--- src/rtl/dff_share_arb.sv ---
// dff_share_arb: round-robin sharing of one dff among NUM_REQ requesters with q readback check.
module dff_share_arb #(
  parameter int NUM_REQ = 4,
  parameter int DATA_W  = 1,
  parameter int ERR_W   = 8,
  localparam int ID_W   = $clog2(NUM_REQ)
) (
  input  logic                      clk,
  input  logic                      rst_n,
  input  logic [NUM_REQ-1:0]        req,
  input  logic [NUM_REQ*DATA_W-1:0] req_data,
  output logic [NUM_REQ-1:0]        gnt,
  output logic [DATA_W-1:0]         ff_data,
  input  logic [DATA_W-1:0]         ff_q,
  output logic                      done,
  output logic [ID_W-1:0]           done_id,
  output logic                      done_ok,
  output logic [ERR_W-1:0]          err_cnt
);
  typedef enum logic [1:0] {IDLE, CAPTURE, CHECK} state_t;
  state_t state;
  logic [ID_W-1:0] rr_ptr, sel_id, pick, rr_next;
  logic [ID_W:0] idx;
  logic found;
  logic [DATA_W-1:0] pick_data;
  always_comb begin
    pick = rr_ptr;
    found = 1'b0;
    idx = '0;
    for (int k = 0; k < NUM_REQ; k++) begin
      idx = {1'b0, rr_ptr} + (ID_W+1)'(k);
      idx = (idx >= (ID_W+1)'(NUM_REQ)) ? idx - (ID_W+1)'(NUM_REQ) : idx;
      if (!found && req[idx[ID_W-1:0]]) begin
        pick = idx[ID_W-1:0];
        found = 1'b1;
      end
    end
  end
  assign pick_data = DATA_W'(req_data >> (int'(pick) * DATA_W));
  assign rr_next = (sel_id == ID_W'(NUM_REQ-1)) ? '0 : sel_id + 1'b1;
  // ff_data still holds the latched request data during CHECK, so it doubles as the reference
  assign done_ok = done && (ff_q == ff_data);
  always_ff @(posedge clk or negedge rst_n) begin
    if (!rst_n) begin
      state   <= IDLE;
      rr_ptr  <= '0;
      sel_id  <= '0;
      gnt     <= '0;
      ff_data <= '0;
      done    <= 1'b0;
      done_id <= '0;
      err_cnt <= '0;
    end else begin
      case (state)
        IDLE: if (|req) begin
          sel_id  <= pick;
          ff_data <= pick_data;
          gnt     <= NUM_REQ'(1) << pick;
          state   <= CAPTURE;
        end
        CAPTURE: begin
          done    <= 1'b1;
          done_id <= sel_id;
          state   <= CHECK;
        end
        CHECK: begin
          done   <= 1'b0;
          gnt    <= '0;
          rr_ptr <= rr_next;
          if (!done_ok && !(&err_cnt)) err_cnt <= err_cnt + 1'b1;
          state  <= IDLE;
        end
        default: state <= IDLE;
      endcase
    end
  end
endmodule

--- config.mk ---
export PLATFORM = sky130hd
export DESIGN_NAME = dff_share_arb
export DESIGN_NICKNAME = d
export VERILOG_FILES = /design/src/rtl/dff_share_arb.sv
export SDC_FILE = /design/constraint.sdc
export NUM_CORES = 1
export LEC_CHECK = 0
export ABC_AREA = 1
export ABC_CLOCK_PERIOD_IN_PS = 4240
export CAP_MARGIN = 25
export CORE_MARGIN = 8
export CORE_UTILIZATION = 58
export CTS_BUF_LIST = sky130_fd_sc_hd__clkbuf_2
export DETAILED_ROUTE_END_ITERATION = 16
export PLACE_DENSITY = 0.88
export SETUP_SLACK_MARGIN = 0.4
export SLEW_MARGIN = 30
export SYNTH_ARGS = -nofsm -noshare
export SYNTH_HDL_FRONTEND = slang
export SYNTH_SLANG_ARGS = --single-unit
--- constraint.sdc ---
create_clock -name clk -period 4.24 [get_ports clk]
set_clock_uncertainty 0.2 [all_clocks]
set_input_delay 0.848 -clock clk [delete_from_list [all_inputs] [get_ports clk]]
set_output_delay 0.848 -clock clk [all_outputs]
set_load 0.03 [all_outputs]
== Word-level counts from Yosys, hierarchy flattened ==
Cells that the tools add are included.
Storage, ports and cells
  word-level logic and storage cells: 75
  input port bits: 11
  output and inout bits: 17
  register bits: 22
Operators by class
  mux-type cells: 25
  eq/ne operators: 5
  reduce and logical (&&, ||, !) cells: 18
  magnitude comparators: 8
  add/subtract/negate cells: 9
  shifts and indexed selects: 2
Operators with widths (count)
  $mux W2: 10
  $lt A2 B3 Y1 const B: 4
  $ge A3 B3 Y1 const B: 3
  $add A8 B1 Y8 const B: 1
  $bmux W1 S2: 4
  $pmux W4 S2: 1
  $reduce_and A8 Y1: 1
  $sub A2 B1 Y2 const B: 4
  $mux W1: 7
  $add A2 B2 Y3 const B: 2
  $reduce_and A2 Y1: 3
  $logic_and A1 B1 Y1: 5
  $logic_not A1 Y1: 5
  $eq A2 B2 Y1 const B: 2
  $mux W4: 1
  $pmux W2 S2: 1
  $reduce_bool A2 Y1: 2
  $reduce_or A4 Y1: 1
  $shl A1 B2 Y4 const A: 1
  $shr A4 B2 Y1: 1
  $add A2 B1 Y3 const B: 1
  $ge A2 B3 Y1 const B: 1
  $add A2 B1 Y2 const B: 1
  $eq A2 B1 Y1 const B: 1
  other kinds (4): 4

== Longest topological paths before layout ==
  word-level depth: 17
  depth in mapped cells: 16
  mapped depth without buffers: 15

== Least setup slack after synthesis ==
No wires, ideal clock.
  path type: input-to-output
  start: in ff_q
  end: out done_ok
  cell stages on the path: 4
  data required time: 3.192 ns
  setup slack: 1.989 ns
  arrival time: 1.203 ns
  path through: nor2_1 nor2_1 nand2_1 inv_1
On the way
  cells in the longest elaborated chain, start to end: 2
Ends and longest elaborated chain
  start: declaration: line 14  | input logic [DATA_W-1:0] ff_q,
  $eq A1 B1 Y1: line 42  | assign done_ok = done && (ff_q == ff_data);
  $logic_and A1 B1 Y1: line 42
  end: declaration: line 17  | output logic done_ok,
No other way between the ends.

== Worst setup path after layout ==
Same ends and word-level chain as after synthesis.

==> impl_metrics.tcl <==
set metrics [dict create \
    outcome "finished, final reports clean" \
    power.density_mw_per_mm2 792 \
    nets 240 \
    crit_path_end_kind "primary output" \
    worstPathMaxFanout 2 \
    grt_max_degree 23 \
    clockBufferDepth 2 \
    ys_seq_area_share_pct 37.8 \
    overflow 0 \
    gr-usage-all-layers_pct 16.4 \
    syn_area_sq_mm 0.00146 \
    layout-drive-gt1-share_pct 15.8 \
    critPathLaunchType "input port" \
    peakVddDrop_mv 0.590 \
    synth_nets 210 \
    post-route-period-util_pct 78.9 \
    syn2layout_area_growth_pct 22.3 \
    dp.cells 247 \
    dr.first_iter.drc_count 54 \
    period_minus_slack_ns 3.34 \
    hold_buffers 0 \
    yosys.area.top_type "dfrtp_1" \
    gp_congestion 0.821 \
    synth_most_common_cell "nand2_1" \
    drv_slew 0 \
    clk_latency_ns 0.35 \
    cts_max_level 1 \
    relSlewSlack_pct 67.6 \
    critPathArrivalTime_ns 2.30 \
    synth.avg_cell_area_sq_um 7.59 \
    reg2reg_slack_ns 2.10 \
    crit_chain "clkdlybuf4s50_1, nor2_1, nor2_1, nand2_1, inv_1, clkdlybuf4s50_1" \
    crit_type "in2out" \
    ant_nets 0 \
    final_cells 251 \
    postCtsSetupBuffers 0 \
    r2r-end "ff_data" \
    critical_path_required_ns 3.19 \
    dpl.hpwl_mm 2.65 \
    yosys_register_bits 22 \
    rsz0062_at_grt "false" \
    first_pass_iters 6 \
    die_y_microns 66.1 \
    cp_slowest_cell "clkdlybuf4s50_1" \
    n_antenna_cell 0 \
    critPathLaunch "ff_q" \
    synthFlopType "dfrtp_1" \
    tritoncts "done" \
    grt_first_pass_wirelength_mm 5.77 \
    hold_viol 0 \
    core_area_sq_mm 0.00243 \
    initial_utilization_pct 59.9 \
    tns_ns 0 \
    ys_warn_count 0 \
    via_count 1303 \
    antenna_found_initial 0 \
    power.leakage_uw 0.000919 \
    grt_pass1_vias 1295 \
    critPathMaxStageDelay_ns 0.66 \
    clk_pin_slew_worst_paths_ns 0.22 \
    port_buffers 27 \
    wl_per_cell_microns 13.3 \
    reg2reg_depth 13 \
    synthDistinctLibCells 22 \
    routed_wl_mm 3.33 \
    drc 0 \
    worstMarginPinSlew_ns 0.481 \
    ioPinCount 28 \
    synthTopCellsByArea "dfrtp_1 38%, nand2_1 17%, nand2_2 6.9%, ha_1 6.0%, nand3_1 5.8%" \
    root_buffer "clkbuf_2" \
    max_freq_mhz 299 \
    reg2reg_from "rr_ptr[0]" \
    synth_top_cell_area_share_pct 37.8 \
    vias_per_cell 5.19 \
    die_area_sq_mm 0.00437 \
    die_w_microns 66.1 \
    setup_violations 0 \
    critPathCapture "done_ok" \
    synth_top_cells_by_count "65 x nand2_1, 22 x dfrtp_1, 21 x inv_1" \
    drv_cap 0 \
    num_rows 18 \
    cts_sinks 22 \
    min-delay-path-class "in2async" \
    synth_cells 192 \
    cts.repair.resized 0 \
    numCtsBuffers 3 \
    synth_edf_count 0 \
    synthArstFlopShare_pct 100 \
]
## registers in the layout, indices dropped and copies added, names as in the netlist
name,count
ff_data,1
gnt,4
sel_id,2
err_cnt,8
state,2
done_id,2
done,1
rr_ptr,2
## area by class of cell
cell class,instances,area (sq um)
Sequential cell,22,551
Clock inverter,1,30.0
Multi-Input combinational cell,142,787
Fill cell,187,649
Clock buffer,3,15.0
Timing Repair Buffer,27,265
Inverter,26,97.6
Tap cell,30,37.5
## through the flow
| step | area, sq um | util, % | setup WS, ns | power, uW | hold WS [ns] |
|---|---|---|---|---|---|
| 6_report | 1780 | 73.3 | 0.895 | 1410 | 0.209 |
| 4_1_cts | 1790 | 73.5 | 0.890 | 1420 | 0.340 |
| 3_5_place_dp | 1740 | 71.7 | 0.932 | 1270 | 0.299 |
| 5_1_grt | 1780 | 73.3 | 0.839 | 1540 | 0.229 |
| 3_3_place_gp | 1740 | 71.7 | 0.962 | 1220 | 0.295 |
| 2_1_floorplan | 1460 | - | 1.99 | 1030 | 0.273 |
## report_power, final
group,total [uW],internal [uW],switching (uW)
registers,375,287,88.4
clock network,148,81.3,66.5
logic,890,327,563
## routing by layer
layer / track usage (%) / up-vias / wire length [microns]
met4: 2.40 / 0 / 14
li1: - / 664 / -
met3: 5.25 / 2 / 180
met5: 0 / - / 0
met2: 29.3 / 26 / 1750
met1: 18.9 / 611 / 1380
## worst min path at each step
stage,startpoint,end,depth (start not counted)
after floorplan,sel_id[1],sel_id[1],2
after global placement,done_id[0],done_id[0],1
after detailed placement,done_id[0],done_id[0],1
after CTS,err_cnt[7],err_cnt[7],1
after global routing,rst_n,gnt[1],1
final,rst_n,err_cnt[7],1
## kinds of logic (layout without fill, tap and decap cells)
| kind of cell | after synthesis | in the layout | synth area share [%] |
|---|---|---|---|
| multiplexers | 2 | 2 | 1.54 |
| flip-flops | 22 | 22 | 37.8 |
| XOR/XNOR | 7 | 7 | 4.21 |
| buffers and inverters | 28 | 57 | 8.24 |
| AO/OA/AOI/OAI | 12 | 12 | 4.98 |
| AND/OR/NAND/NOR | 114 | 114 | 37.3 |
| adder cells (fa/ha/maj) | 7 | 7 | 6.01 |
## layout by cell type, fill, tap and decap left out, drive strengths merged
master,synthesis,layout
nand2,84,84
clkdlybuf4s50,0,26
inv,26,26
dfrtp,22,22
nand3,20,20
nor2,8,8
ha,7,7
xnor2,5,5
o21ai,5,5
o22ai,4,4
clkbuf,0,3
mux2,2,2
xor2,2,2
o21a,2,2
nor4,1,1
o31ai,1,1
nand4,1,1
bufinv,0,1
buf,2,1
## worst max-delay path: cells and delay by family
family	cells	cell delay, ns
buf+inv	3	1.18
simple gates	3	0.26
No activity file was read; power rests on OpenSTA's default activity.
